<file path="src/rtl/wallet_ctrl.sv">
// ============================================================================
// wallet_ctrl
// ----------------------------------------------------------------------------
// Game wallet controller. Credits accrue on game ticks and saturate at a cap
// that grows with the player's level. Purchase and upgrade requests arrive over
// a req/ack handshake. Each transaction reports success on 'ok', which is
// returned together with the ack pulse. Upgrades are paid from the balance.
//
// Parameters
//   BAL_W     balance / cost width in bits
//   LVL_W     level width; the top level is 2^LVL_W-1
//   BASE_CAP  balance cap at level 0 (doubles per level, saturating)
//   INCOME    credits added per tick
//   UPG_BASE  upgrade price at level 0 (doubles per level, saturating)
//
// Ports
//   clk       system clock
//   rst       asynchronous, active-high reset
//   tick      one-cycle game tick pulse
//   req       transaction request, held high until ack
//   op        0 = buy, 1 = upgrade; stable while req is high
//   cost      buy price; stable while req is high; ignored for upgrade
//   ack       one-cycle completion pulse
//   ok        result of the last transaction, held until the next ack
//   busy      transaction FSM is not idle
//   balance   current credits
//   cap       current balance cap (follows level one cycle later)
//   level     current level
//   maxed     level has reached the top level (follows level one cycle later)
//
// Build option
//   WALLET_INCOME_SCALE_EN  when defined, each tick adds INCOME << level
//                           instead of a flat INCOME.
// ============================================================================
module wallet_ctrl #(
    parameter int          BAL_W    = 16,
    parameter int          LVL_W    = 2,
    parameter int unsigned BASE_CAP = 256,
    parameter int unsigned INCOME   = 1,
    parameter int unsigned UPG_BASE = 128
) (
    input  logic             clk,
    input  logic             rst,
    input  logic             tick,
    input  logic             req,
    input  logic             op,
    input  logic [BAL_W-1:0] cost,
    output logic             ack,
    output logic             ok,
    output logic             busy,
    output logic [BAL_W-1:0] balance,
    output logic [BAL_W-1:0] cap,
    output logic [LVL_W-1:0] level,
    output logic             maxed
);

    // Wide enough to hold a 32-bit parameter shifted by the largest level
    // without losing bits, so saturation sees the true value.
    localparam int               WIDE_W  = 32 + BAL_W + (2 ** LVL_W);
    localparam logic [BAL_W-1:0] BAL_MAX = '1;
    localparam logic [LVL_W-1:0] MAX_LVL = '1;

    typedef enum logic [1:0] {
        IDLE,
        EVAL,
        RESP,
        WAIT_LOW
    } state_t;

    state_t           state;
    state_t           nextState;

    logic             opReg;
    logic [BAL_W-1:0] costReg;

    logic [BAL_W-1:0] capBase;
    logic [BAL_W-1:0] capTarget;
    logic [BAL_W-1:0] price;
    logic [BAL_W-1:0] charge;
    logic [BAL_W-1:0] afterCharge;
    logic [BAL_W-1:0] balNext;
    logic [BAL_W:0]   incWide;
    logic [BAL_W:0]   sumWide;
    logic             success;
    logic             commit;
    logic [LVL_W-1:0] levelNext;

    // Clamp a wide intermediate to the largest value the balance can hold.
    function automatic logic [BAL_W-1:0] satBal(input logic [WIDE_W-1:0] v);
        logic [BAL_W-1:0] r;
        if (v > {{(WIDE_W-BAL_W){1'b0}}, BAL_MAX}) begin
            r = BAL_MAX;
        end else begin
            r = v[BAL_W-1:0];
        end
        return r;
    endfunction

    // Level-dependent limits. The cap and upgrade price double with every
    // level and are shifted at full width before saturating, so a large
    // shift clamps to all-ones instead of wrapping to a small number.
    assign capBase   = satBal(WIDE_W'(BASE_CAP));
    assign capTarget = satBal(WIDE_W'(BASE_CAP) << level);
    assign price     = satBal(WIDE_W'(UPG_BASE) << level);

    // Per-tick income, one bit wider than the balance so the sum with the
    // balance cannot wrap before it is compared against the cap.
`ifdef WALLET_INCOME_SCALE_EN
    assign incWide = (BAL_W+1)'(INCOME) << level;
`else
    assign incWide = (BAL_W+1)'(INCOME);
`endif

    // Affordability decision for the latched transaction. The check uses the
    // balance as it stands before any income from a coincident tick. Upgrades
    // are refused at the top level even when the price could be paid.
    always_comb begin
        success = 1'b0;
        charge  = '0;
        if (opReg == 1'b0) begin
            success = (costReg <= balance);
            charge  = costReg;
        end else begin
            success = (level != MAX_LVL) && (price <= balance);
            charge  = price;
        end
    end

    assign commit = (state == EVAL) && success;

    // Next balance. The charge is taken first, then a tick adds income and
    // clamps to the current cap. Doing both in one update means a tick that
    // lands on the commit cycle is never dropped.
    always_comb begin
        afterCharge = balance;
        balNext     = balance;
        sumWide     = '0;
        if (commit) begin
            afterCharge = balance - charge;
        end
        sumWide = {1'b0, afterCharge} + incWide;
        if (tick) begin
            if (sumWide > {1'b0, cap}) begin
                balNext = cap;
            end else begin
                balNext = sumWide[BAL_W-1:0];
            end
        end else begin
            balNext = afterCharge;
        end
    end

    // A successful upgrade moves up exactly one level.
    always_comb begin
        levelNext = level;
        if (commit && opReg) begin
            levelNext = level + LVL_W'(1);
        end
    end

    // Transaction FSM state register.
    always_ff @(posedge clk or posedge rst) begin
        if (rst) begin
            state <= IDLE;
        end else begin
            state <= nextState;
        end
    end

    // Transaction FSM next-state logic. Evaluation and response each take
    // one cycle. WAIT_LOW then holds until the requester drops req, so a
    // request held high cannot start a second transaction.
    always_comb begin
        nextState = state;
        case (state)
            IDLE: begin
                if (req) begin
                    nextState = EVAL;
                end
            end
            EVAL:     nextState = RESP;
            RESP:     nextState = WAIT_LOW;
            WAIT_LOW: begin
                if (!req) begin
                    nextState = IDLE;
                end
            end
            default:  nextState = IDLE;
        endcase
    end

    // Transaction FSM outputs. These decode the state register only, so no
    // input reaches them combinationally.
    always_comb begin
        ack  = (state == RESP);
        busy = (state != IDLE);
    end

    // Wallet datapath registers. Cap and maxed are re-derived from the level
    // register every cycle, so they follow a level change one cycle later.
    // The request is latched while idle. The result is stored at the end of
    // EVAL so that ok changes together with the rise of ack.
    always_ff @(posedge clk or posedge rst) begin
        if (rst) begin
            balance <= '0;
            level   <= '0;
            cap     <= capBase;
            maxed   <= 1'b0;
            ok      <= 1'b0;
            opReg   <= 1'b0;
            costReg <= '0;
        end else begin
            balance <= balNext;
            level   <= levelNext;
            cap     <= capTarget;
            maxed   <= (level == MAX_LVL);
            if ((state == IDLE) && req) begin
                opReg   <= op;
                costReg <= cost;
            end
            if (state == EVAL) begin
                ok <= success;
            end
        end
    end

endmodule

</file>
<file path="config.mk">
export PLATFORM = sky130hd
export DESIGN_NAME = wallet_ctrl
export DESIGN_NICKNAME = d
export VERILOG_FILES = /design/src/rtl/wallet_ctrl.sv
export SDC_FILE = /design/constraint.sdc
export NUM_CORES = 1
export LEC_CHECK = 0
export CAP_MARGIN = 20
export CORE_MARGIN = 1.5
export CORE_UTILIZATION = 30
export DETAILED_ROUTE_END_ITERATION = 16
export PLACE_DENSITY = 0.45
export SETUP_SLACK_MARGIN = 0.5
export SLEW_MARGIN = 10
export SYNTH_ARGS = -nofsm -noshare
export SYNTH_HDL_FRONTEND = slang
export SYNTH_SLANG_ARGS = --single-unit
</file>
<file path="constraint.sdc">
create_clock -name clk -period 11.7 [get_ports clk]
set_clock_uncertainty 0.2 [all_clocks]
set_input_delay 2.34 -clock clk [delete_from_list [all_inputs] [get_ports clk]]
set_output_delay 2.34 -clock clk [all_outputs]
set_load 0.01 [all_outputs]
</file>
Yosys cells after proc, flatten, opt, wreduce, memory -nomap -nowiden
Cells that the tools add are included.
Operators by class
  $add $sub $neg: 3
  $lt $le $gt $ge: 5
  equal/unequal tests: 7
  shift operators: 2
  multiplexer cells: 10
  reduce and logical (&&, ||, !) cells: 7
Operators by type and width (number)
  greater-than comparator 52 x 16 -> 1 bit, second input constant: 2
  two-way mux 16 bit: 6
  << shifter 8 x 2 -> 52 bit, first input constant: 1
  << shifter 9 x 2 -> 52 bit, first input constant: 1
  <= comparator 16 bit: 2
  adder 16 x 1 -> 17 bit, second input constant: 1
  greater-than comparator 17 x 16 -> 1 bit: 1
  subtractor 16 bit: 1
  case mux 2 bit (4 select lines): 1
  equality test 2 bit, second input constant: 3
  != test 2 bit, second input constant: 3
  logical AND 1 bit: 4
  two-way mux 2 bit: 2
  adder 2 x 1 -> 2 bit, second input constant: 1
  equality test 2 x 1 -> 1 bit, second input constant: 1
  logical NOT 2 bit: 1
  AND reduction 2 bit: 1
  nonzero test 2 bit: 1
  two-way mux 1 bit: 1
Storage, ports and cells
  flip-flop bits (word level): 55
  output and inout port bits: 38

Logic depth before layout (Yosys ltp)
Gate-level depths: netlist of run 1.
  word-level depth: 12
  gate-level depth with buffers: 30
  gate-level depth less buffers: 26

Worst setup path before layout of run 1
Ideal clock, no wire load.
  path type: flip-flop to flip-flop
  start point: register balance[9]
  end point: register balance[8]
  library setup time: 0.142 ns
  arrival time: 5.857 ns
  slack: 5.501 ns
  cell stages (with the launch flop): 26
  path buffers: 4
  clock period less this slack: 6.199 ns
  cells stage by stage: dfrtp_1 -> inv_1 -> ha_1 -> nand4_1 -> or4_4 -> o31a_1 -> a21oi_4 -> buf_2 -> buf_1 -> o21ai_0 -> inv_1 -> ha_1 -> nand2_1 -> or4_4 -> and2_1 -> xor2_1 -> ha_1 -> nand4_1 -> or4_1 -> a221oi_1 -> o21ai_0 -> or4_1 -> buf_6 -> buf_6 -> nor3_2 -> a211oi_1
Between the ends
  longest elaborated chain between the ends: 9
  elaborated cells on any way between the ends: 11
  those cells by class: add/sub (2); order compare (3); mux (4); reduce/logical (2)
Ends and longest elaborated chain
  from (decl): line 51  | output logic [BAL_W-1:0] balance,
  from (signal assigned): line 213  | balance <= balNext;
  <= comparator 16 bit: line 124  | success = (level != MAX_LVL) && (price <= balance);
  logical AND 1 bit: line 124
  two-way mux 1 bit: line 120  | if (opReg == 1'b0) begin
  logical AND 1 bit: line 129  | assign commit = (state == EVAL) && success;
  two-way mux 16 bit *: line 138  | if (commit) begin
  adder 16 x 1 -> 17 bit: line 141  | sumWide = {1'b0, afterCharge} + incWide;
  greater-than comparator 17 x 16 -> 1 bit: line 143  | if (sumWide > {1'b0, cap}) begin
  two-way mux 16 bit: line 143
  two-way mux 16 bit *: line 142  | if (tick) begin
  net balNext[8]: line 81  | logic [BAL_W-1:0] balNext;
The timed path passes the listed nets; every way through them passes the cells marked *.
A chain may end at the register's enable or synchronous reset.

Worst setup path after layout of run 1
Same ends and word-level chain as after synthesis.

==> results.md, run 1 <==
- The flow ran to the end, and the final reports show no timing, DRC or antenna violations.
- The number of global-route vias before repair came to 3214.
- The highest clock rate is 153 MHz.
- The first routing iteration left 220 violations.
- STA classifies the critical path startpoint as a flip-flop.
- TritonCTS built the clock tree.
- The mean post-synth cell area is 8.87 um2.
- The initial core utilization is 31.2%.
- The total vias in the final route is 3340.
- The total area inside the core boundary comes to 12800 um2.
- The die footprint is 14000 um2.
- The number of flops mapped to enable cells by yosys is 0.
- The wire length after detailed routing is 11100 um.
- The detailed-route DRC error count is 0.
- The cell depth of the worst hold path is 1.
- Routability-driven placement finished with a final weighted congestion of 0.859.
- In this run, distinct cell masters in the synthesized netlist total 60.
- The remaining global-route overflow is 0.
- The placement-stage worst setup slack is 5200 ps.
- The endpoint required time on the critical path is 11700 ps.
- The number of buffers inserted to repair setup after CTS is 0.
- The worst setup slack for register-to-register paths is 5180 ps.
- In the routed layout, each cell is associated on average with a via count of 5.03.
- The signal arrival time at the worst endpoint is 6510 ps.
- The buffer depth of the longest clock path is 2.
- For the final routed database, the setup TNS stands at 0 ps.
- The critical path in this run is classified as reg -> reg.
- Global routing consumed, over all layers together, 16.1% of the routing resources.
- The cell count after synthesis is 450.
- The minimum clock period after layout is 6520 ps.
- Setup repair after global routing left no endpoint under its margin.
- The boundary pin count is 59.
- The maximum number of pins on one net before global-route repair is 43.
- The initial antenna violation count is 0.
- The worst reg2reg path startpoint is balance[9]$_DFF_PP0_.
- The number of antenna repair diodes is 0.
- The worst reg2reg path endpoint is balance[8]$_DFF_PP0_.
- The worst path uses 55.7% of the clock period.
- The relative slew slack is 38.0%.
- The count of nets left with antenna violations after detail routing is 0.
- In this run the worst hold path is classified as reg -> reg.
- The wire-length estimate of the detail-placed layout is 8910 um.
- The clock reaches the later pin of the worst-skew pair after 290 ps.
- In this run the core area contains 41 standard-cell rows.
- The tool flagged a number of max-cap violations equal to 0.
- The part of the Yosys area used for sequential elements is 26.4%.
- After clock tree synthesis, the clock-pin slew on the worst setup and hold paths is 60 ps.
- The end point of the most critical hold path is ok$_DFFE_PP0N_.
- The number of failing hold endpoints at the final stage was 0.
- Cells with a size suffix above 1 make up 9.76% of the layout.
- At the end of the flow, the number of nets in the layout was 562.
- At the pin with the least slew margin, the transition time is 931 ps.
- The number of warnings printed during yosys synthesis is 0.
- The critical path endpoint category is a flip-flop.
- The library cell used as clock root buffer is clkbuf_16.
- The first-pass GRT wire length is 17700 um.
- The layout overhead on the synthesized area is 18.5%.
- The clock sink total is 42.
- The path depth of the worst reg2reg path is 21.
- The post-synthesis async set-or-reset flop share is 100%.
- Measured along the y axis, the die boundary spans 118 um.
- Clock tree synthesis inserted a total of 5 buffers.
- In this run the worst path has a maximum fanout of 16.
- The number of failing setup endpoints in the final timing report is 0.
- Port buffering added 46 buffers.
- Summing every instance area after synthesis gives 3990 um2.
- The hold buffer count at CTS is 0.
- The routed wire length per instance is 16.6 um.
- The die span in x is 118 um.
- After synthesis the netlist holds a flip-flop and latch count of 42.
- The H-tree was split into 2 levels.
- Once routing completed, OpenROAD measured the worst setup slack at 5180 ps.
- The startpoint identified for the worst hold timing path is ok$_DFFE_PP0N_.
- In the synthesized netlist the dominant register cell turns out to be dfrtp_1.
- The max-slew violation total from the final report is 0.
- Gates resized during post-CTS repair numbered 0.
- For this run, the detailed router's first-pass iteration total came to 4.
-- how the worst max path moves through the flow --
stage / start / endpoint / slack, ps / depth (start not counted)
3_5_place_dp: balance[9]$_DFF_PP0_ / balance[8]$_DFF_PP0_ / 5200 / 21
5_1_grt: balance[9]$_DFF_PP0_ / balance[10]$_DFF_PP0_ / 4700 / 21
2_1_floorplan: balance[9]$_DFF_PP0_ / balance[8]$_DFF_PP0_ / 5500 / 25
4_1_cts: balance[9]$_DFF_PP0_ / balance[8]$_DFF_PP0_ / 5160 / 21
6_report: balance[9]$_DFF_PP0_ / balance[8]$_DFF_PP0_ / 5180 / 21
3_3_place_gp: balance[9]$_DFF_PP0_ / balance[8]$_DFF_PP0_ / 5370 / 21
-- area by class of cell --
class | instances | area, um2
Fill cell | 1311 | 8050
Multi-Input combinational cell | 358 | 2680
Sequential cell | 42 | 1050
Timing Repair Buffer | 48 | 475
Tap cell | 172 | 215
Inverter | 36 | 135
Clock buffer | 6 | 129
Clock inverter | 2 | 37.5
-- Yosys cell counts, types with 2 or more instances --
library cell / n / area share, %
a211oi_1: 7 / 1.3
a21o_1: 7 / 1.3
a21oi_1: 17 / 2.1
a221oi_1: 2 / 0.44
a22oi_1: 3 / 0.56
a31oi_1: 2 / 0.31
and2_1: 8 / 1.3
and3_1: 4 / 0.63
buf_1: 2 / 0.19
buf_2: 2 / 0.25
buf_4: 13 / 2.4
buf_6: 2 / 0.56
clkbuf_1: 6 / 0.56
dfrtp_1: 41 / 26
ha_1: 49 / 15
inv_1: 35 / 3.3
mux2_2: 26 / 7.3
mux2i_1: 22 / 5.5
nand2_1: 44 / 4.1
nand2b_1: 5 / 0.78
nand3_1: 14 / 1.8
nand4_1: 7 / 1.1
nor2_1: 27 / 2.5
nor2b_1: 4 / 0.63
nor3_1: 10 / 1.3
nor4_1: 4 / 0.63
o211ai_1: 2 / 0.38
o21a_1: 7 / 1.3
o21ai_0: 14 / 1.8
o21bai_1: 3 / 0.56
o22ai_1: 6 / 0.94
o2bb2ai_1: 2 / 0.44
or4_1: 3 / 0.56
or4_4: 2 / 0.56
xnor2_1: 15 / 3.3
xor2_1: 9 / 2.0
-- cells in the final DEF (no fill, tap or decap), drive strengths merged, types with 5 or more instances in the layout --
cell / Yosys / routed
ha: 49 / 49
clkbuf: 6 / 6
clkdlybuf4s50: 0 / 46
inv: 35 / 35
xor2: 9 / 9
nand3: 14 / 14
a21oi: 18 / 18
o22ai: 6 / 6
o21a: 7 / 7
mux2i: 22 / 22
o21ai: 16 / 16
or4: 5 / 5
a21o: 7 / 7
nand2: 44 / 44
dfrtp: 41 / 41
nor2: 27 / 27
nor3: 11 / 11
conb: 1 / 12
mux2: 26 / 26
and2: 8 / 8
nand4: 7 / 7
a211oi: 8 / 8
xnor2: 15 / 15
nand2b: 5 / 5
-- cells by family (layout without fill, tap and decap cells) --
group / Yosys count / after routing / synth area share (%)
other: 1 / 12 / 0.0940
adder cells (fa/ha/maj): 50 / 50 / 15.9
flip-flops: 42 / 42 / 26.4
buffers and inverters: 61 / 92 / 7.40
XOR/XNOR: 24 / 24 / 5.27
multiplexers: 48 / 48 / 12.9
AND/OR/NAND/NOR: 138 / 138 / 17.1
AO/OA/AOI/OAI: 86 / 86 / 15.1
-- layer usage --
layer  part of all wire, %  vias up  GRT usage [%]  routed length (um)
li1                      -     1663              -                   -
met5                     0        -              0                   0
met1                    50     1566           23.3                5540
met4                   1.6        0           4.80                 177
met3                   3.9       16           2.03                 428
met2                    44       95           24.7                4910
-- worst max-delay path, stage by stage, from the launching register on --
cell      delay (ps)
dfrtp_1          480
inv_1            200
ha_1             340
nand4_1          120
or4_4            510
o31a_1           280
a21oi_4          340
nand2_1           90
o21ai_0          140
ha_1             300
nand2_1          140
or4_4            450
and2_1           190
xor2_1           150
ha_1             320
nand4_1          110
or4_1            480
a221oi_1         280
o21ai_0          100
or4_1            760
mux2i_1          220
a211oi_1         240
-- stage by stage --
stage,hold slack [ps],cells,util [%],cell area [um2]
floorplan,279,461,-,4030
global placement,289,656,35.7,4560
detailed placement,277,656,35.7,4560
CTS,304,664,37.0,4730
global route,322,664,37.0,4730
finish,294,664,37.0,4730
-- registers in the layout, summed over array words and instances, names as in the netlist --
| name | count |
|---|---|
| ok | 1 |
| state | 2 |
| opReg | 1 |
| cap | 4 |
| costReg | 16 |
| level | 2 |
| balance | 16 |
Power of run 1 is not shown: default switching activity piles up to over one toggle a cycle in this logic, so the estimate is an artifact.
==> run 2, diff against run 1 <==
==> constraint.sdc (replaced) <==
create_clock -name clk -period 6.2 [get_ports clk]
set_clock_uncertainty 0.2 [all_clocks]
set_input_delay 1.24 -clock clk [delete_from_list [all_inputs] [get_ports clk]]
set_output_delay 1.24 -clock clk [all_outputs]
set_load 0.01 [all_outputs]
==> results.md, run 2 (synthesis results as in run 1) <==
- The post-DP HPWL is 9340 um (+4.8%).
- The initial antenna violation count was 0 (unchanged).
- The post-route clock period utilization is 91.4% (+36 points).
- The wire length after detailed routing is 12100 um (+9.5%).
- The setup path with the least slack is of type reg -> reg.
- The minimum clock period after layout is 5670 ps (-847 ps).
- The fraction of met2 tracks used by global routing is 28.2% (+3.5 points).
- The path with the worst hold slack has its endpoint at ok$_DFFE_PP0N_.
- The total placed cells including tap cells is 670 (+2.1%).
- The die footprint came to 14000 um2 (unchanged).
- The fraction of layout cells with a size suffix above 1 is 23.7% (+14 points).
- The met1 capacity usage during global routing came to 24.0% (+0.69 points).
- The combined global-route utilization of all metal layers came to 17.4% (+1.4 points).
- The endpoint required time on the critical path came to 6170 ps (-5530 ps).
- The detailed-route DRC error count is 0 (unchanged).
- The largest fanout on the critical path is 10 (-6).
- The number of fillers in the final layout is 1291 (-1.5%).
- The clock-pin slew of the registers on the worst-case setup and hold paths is 70 ps (about the same).
- The routed wire length per instance is 17.2 um (+3.4%).
- The boundary pin count is 59 (unchanged).
- The path depth of the worst reg2reg path is 22 (+4.8%).
- The worst register-to-register path begins at balance[10]$_DFF_PP0_.
- The floorplan die height came to 118 um (unchanged).
- The first-iteration detailed-routing DRC count is 155 (-30%).
- The number of search-and-repair iterations in the first detailed-routing pass was 5 (+1).
- The critical path endpoint category is a flip-flop.
- The count of buffers inserted at the top-level ports is 46 (unchanged).
- The total vias in the final route was 3538 (+5.9%).
- The highest clock rate is 176 MHz (+15%).
- The maximum number of pins on one net before global-route repair is 43 (unchanged).
- The clock sink total was 42 (unchanged).
- The register area came to 1060 um2 (+1.2%).
- The number of H-tree levels is 2 (unchanged).
- Relative to the synthesized area, the layout overhead comes to 31.1%.
- The total CTS buffers is 5 (unchanged).
- The via density per instance was 5.03 (about the same).
- The number of failing setup endpoints in the final timing report came to 0 (unchanged).
- The post-layout instance count excluding filler cells is 703 (+5.9%).
- The first-pass GRT wire length was 19100 um (+7.6%).
- The signal arrival time at the worst endpoint is 5640 ps (-870 ps).
- The buffer depth of the longest clock path came to 2 (unchanged).
- The path class of the tightest hold or removal check is reg -> reg.
- The cell depth of the worst hold path was 1 (unchanged).
- In the final layout, the registers with the most flip-flops are balance: 16 flops, costReg: 16 flops, cap: 4 flops.
- The worst setup slack for register-to-register paths is 530 ps (-4650 ps).
- The met3 global-route usage was 2.22% (+0.19 points).
- The worst register-to-register path ends at balance[8]$_DFF_PP0_.
- The layer flagged by global routing as most heavily used is met2.
- STA classifies the critical path startpoint as a flip-flop.
- The net count of the finished layout is 602 (+7.1%).
- The multi-input gate area in the final layout is 2850 um2 (+6.3%).
- The relative slew slack is 51.7% (+14 points).
- The sum of negative setup slack is 0 ps (unchanged).
- The standard-cell row count was 41 (unchanged).
- The final RePlAce weighted congestion is 0.822 (-4.3%).
- The flow ran to the end, and the final reports show no timing, DRC or antenna violations.
- The remaining global-route overflow came to 0 (unchanged).
- The number of global-route vias before repair is 3475 (+8.1%).
- The library cell used as clock root buffer is clkbuf_16.
- The number of failing hold endpoints at the final stage is 0 (unchanged).
- The die span in x is 118 um (unchanged).
- The number of antenna repair diodes is 0 (unchanged).
- The CTS tree is yes.
- The library cells used most frequently in the layout, excluding fill and tap cells, are 46 x clkdlybuf4s50_1, 43 x nand2_1, 42 x ha_1, 39 x buf_4, 31 x dfrtp_1.
- The initial core utilization came to 31.2% (unchanged).
- The latest clock arrival within the worst-skew pair is 290 ps (about the same).
- The most common cell after layout, fill and taps aside is clkdlybuf4s50_1.
- The max-slew violation total from the final report is 0 (unchanged).
- The startpoint identified for the worst hold timing path is ok$_DFFE_PP0N_.
- The worst-margin pin slew is 722 ps (-208 ps).
- Setup repair after global routing could not meet its margin everywhere.
- The count of nets left with antenna violations after detail routing came to 0 (unchanged).
- The max-cap violation count is 0 (unchanged).
- The core outline area is 12800 um2 (unchanged).
run 2: changes by cell type in the layout (fill, tap and decap cells not counted), moves of 3 or more:
cell	delta
buf_4	+37
ha_1	-7
dfrtp_2	+10
dfrtp_1	-10
inv_2	+4
o21ai_0	-4
inv_1	-6
o21ai_2	+3
ha_4	+6
run 2: layout make-up:
type	instances	share of cell area, %
flip-flops and latches	42	20.4
clock buffers	6	2.66
well taps	172	4.11
multi-input cells	358	54.5
clock inverters	1	0.574
inverters	36	2.63
repair buffers	88	15.1
run 2: routing by layer:
metal / routed length, um / vias up
met4: 243 / 0
met2: 5530 / 80
met3: 359 / 14
met1: 5970 / 1701
met5: 0 / -
li1: - / 1743
run 2: what timing repair did:
| action | in CTS | in global routing |
|---|---|---|
| hold buffers | 0 | 0 |
| gates cloned | 0 | 0 |
| setup buffers | 10 | 16 |
| pin swaps | 4 | 14 |
| endpoints found under the setup margin | 12 | 12 |
| resized for setup | 7 | 23 |
run 2: how the worst max path moves through the flow:
stage                                  startpoint              endpoint  slack [ps]  cells after the start
after CTS                 costReg[14]$_DFFE_PP0P_  balance[8]$_DFF_PP0_         480                     21
after global placement      balance[12]$_DFF_PP0_  balance[8]$_DFF_PP0_         450                     22
after global routing        balance[10]$_DFF_PP0_  balance[8]$_DFF_PP0_         290                     25
after detailed placement    balance[13]$_DFF_PP0_  balance[8]$_DFF_PP0_         240                     22
final                       balance[10]$_DFF_PP0_  balance[8]$_DFF_PP0_         530                     22
after floorplan             balance[10]$_DFF_PP0_  balance[8]$_DFF_PP0_         440                     25
run 2: critical path: stages, from the launching register on:
cell	delay, ps
dfrtp_1	410
inv_2	80
ha_4	280
nand4_1	120
or4_4	510
o31a_1	290
a21oi_4	260
nand2_1	100
o21ai_2	90
ha_2	240
nand2_4	60
or4_4	420
and2_4	160
xor2_1	140
ha_1	300
nand4_1	120
or4_4	500
a221oi_2	290
o21ai_1	90
or4_4	450
buf_6	170
mux2i_1	190
a211oi_2	90
run 2: per-stage QoR:
step	utilization, %	instance area [um2]	setup WS [ps]	hold slack [ps]
after floorplan	-	4110	440	279
after global placement	37.1	4730	454	269
after detailed placement	37.1	4730	237	281
after CTS	39.2	5010	484	307
after global routing	40.9	5230	292	336
final	40.9	5230	531	305
Power of run 2 is left out for the same reason.
==> run 3, diff against run 2 <==
==> constraint.sdc (replaced) <==
create_clock -name clk -period 6.6 [get_ports clk]
set_clock_uncertainty 0.2 [all_clocks]
set_input_delay 1.32 -clock clk [delete_from_list [all_inputs] [get_ports clk]]
set_output_delay 1.32 -clock clk [all_outputs]
set_load 0.01 [all_outputs]
==> results.md, run 3 (synthesis results as in run 1) <==
- The first-pass GRT wire length is 17900 um (-6.1%).
- TritonCTS built the clock tree.
- The latest clock arrival within the worst-skew pair is 290 ps (about the same).
- The start-to-end type of the worst setup path is reg -> reg.
- The post-DP HPWL was 8860 um (-5.1%).
- The number of H-tree levels came to 2 (unchanged).
- The combined global-route utilization of all metal layers came to 16.2% (-1.2 points).
- Compared with the post-synthesis result, the final layout area differs by 23.5%.
- The die footprint is 14000 um2 (unchanged).
- The relative slew slack is 52.1% (+0.38 points).
- The first-iteration detailed-routing DRC count was 121 (-22%).
- The via density per instance is 4.95 (-1.6%).
- The cell sitting at the root of the clock tree is a clkbuf_16.
- The routed wire length per instance is 16.5 um (-4.3%).
- After detailed routing, no signal wire sits above met4.
- The largest fanout on the critical path is 6 (-4).
- STA classifies the critical path startpoint as a flip-flop.
- The most common cell after layout, fill and taps aside is ha_1.
- The final setup slack of the worst path is 740 ps (+209 ps).
- The number of failing hold endpoints at the final stage is 0 (unchanged).
- The run finished with clean final reports.
- The post-route clock period utilization is 88.8% (-2.6 points).
- Setup repair after global routing left no endpoint under its margin.
- The total vias in the final route is 3379 (-4.5%).
- The die span in x is 118 um (unchanged).
- The floorplan die height is 118 um (unchanged).
- The routed length on met3 is 303 um (-16%).
- The clock sink total is 42 (unchanged).
- The max-cap violation count was 0 (unchanged).
- The maximum number of pins on one net before global-route repair is 43 (unchanged).
- The final RePlAce weighted congestion came to 0.887 (+7.9%).
- The minimum clock period after layout came to 5860 ps (+191 ps).
- The number of search-and-repair iterations in the first detailed-routing pass is 4 (-1).
- The count of buffers inserted at the top-level ports is 46 (unchanged).
- The max-slew violation total from the final report is 0 (unchanged).
- Leaving out fill and tap cells, the most frequent cells in the layout are 48 x ha_1, 46 x clkdlybuf4s50_1, 44 x nand2_1, 37 x dfrtp_1, 32 x inv_1.
- The standard-cell row count is 41 (unchanged).
- The placement-stage worst setup slack is 205 ps (-31.3 ps).
- The count of nets left with antenna violations after detail routing is 0 (unchanged).
- The post-route worst hold slack is 300 ps (-5.73 ps).
- The number of global-route vias before repair was 3348 (-3.7%).
- The endpoint required time on the critical path is 6600 ps (+430 ps).
- The total CTS buffers came to 5 (unchanged).
- The boundary pin count is 59 (unchanged).
- The buffer depth of the longest clock path is 2 (unchanged).
- The type of the tightest min-delay check is reg -> reg.
- The wire length after detailed routing is 11200 um (-7.1%).
- The number of antenna repair diodes was 0 (unchanged).
- The sum of negative setup slack is 0 ps (unchanged).
- The total length of routed met2 wires came to 5400 um (-2.5%).
- The cell area after layout is 4930 um2 (-5.7%).
- The wire length on met1 is 5440 um (-8.8%).
- The post-place instance area is 4610 um2 (-2.5%).
- The fraction of layout cells with a size suffix above 1 is 14.9% (-8.8 points).
- The worst setup path is captured at a flip-flop.
- The remaining global-route overflow was 0 (unchanged).
- The core outline area is 12800 um2 (unchanged).
- The highest clock rate is 171 MHz (-3.3%).
- The initial core utilization is 31.2% (unchanged).
- In the final layout, the registers with the most flip-flops are balance: 16 flops, costReg: 16 flops, cap: 4 flops.
- The initial antenna violation count is 0 (unchanged).
- The clock-pin slew of the registers on the worst-case setup and hold paths came to 70 ps (about the same).
- The number of failing setup endpoints in the final timing report is 0 (unchanged).
- The signal arrival time at the worst endpoint is 5860 ps (+220 ps).
- The detailed-route DRC error count is 0 (unchanged).
- The net count of the finished layout came to 580 (-3.7%).
- The worst-margin pin slew was 717 ps (-5.70 ps).
## run 3: path summary, 6_finish.rpt
check | start | slack [ps] | endpoint | cells past startpoint
max | balance[4]$_DFF_PP0_ | 740 | balance[8]$_DFF_PP0_ | 21
min | ok$_DFFE_PP0N_ | 300 | ok$_DFFE_PP0N_ | 1
max reg2reg | balance[4]$_DFF_PP0_ | 740 | balance[8]$_DFF_PP0_ | 21
min reg2reg | ok$_DFFE_PP0N_ | 300 | ok$_DFFE_PP0N_ | 1
max in group asynchronous | rst | 4630 | cap[8]$_DFF_PP1_ | 3
min in group asynchronous | rst | 1060 | costReg[2]$_DFFE_PP0P_ | 2
## run 3: routing by layer
metal / vias up / track usage [%]
li1: 1706 / -
met1: 1603 / 21.5
met2: 64 / 28.1
met3: 6 / 2.08
met4: 0 / 3.51
met5: - / 0
## run 3: cell type report
type | instances | area (um2)
tap | 172 | 215
clock inverter | 2 | 37.5
clock buffer | 6 | 129
inverter | 36 | 139
multi-input combinational | 359 | 2720
sequential | 42 | 1060
timing repair buffer | 65 | 628
fill | 1299 | 7840
## run 3: metrics by stage
stage / cells / util, %
floorplan: 461 / -
global placement: 663 / 36.1
detailed placement: 663 / 36.1
CTS: 673 / 37.7
global route: 682 / 38.6
finish: 682 / 38.6
## run 3: repair_timing
item | CTS | global route
buffers inserted | 2 | 7
hold endpoints to repair | 0 | 0
pin swaps | 1 | 5
gates cloned | 0 | 1
resized for setup | 5 | 9
setup endpoints to repair | 12 | 12
hold buffers | 0 | 0
## run 3: critical path: stages (launching register included)
cell and delay, ps:
dfrtp_1 470, inv_1 120, ha_1 290, nand2_1 70, or4_4 520, o31a_1 280
a21oi_4 240, nand2_1 80, o21ai_1 130, ha_2 260, nand2_1 130, or4_4 440
and2_1 190, xor2_1 150, ha_1 310, nand4_1 110, or4_1 500, a221oi_2 260
o21ai_1 130, or4_4 510, mux2i_1 170, a211oi_2 230
Power of run 3 is left out for the same reason.
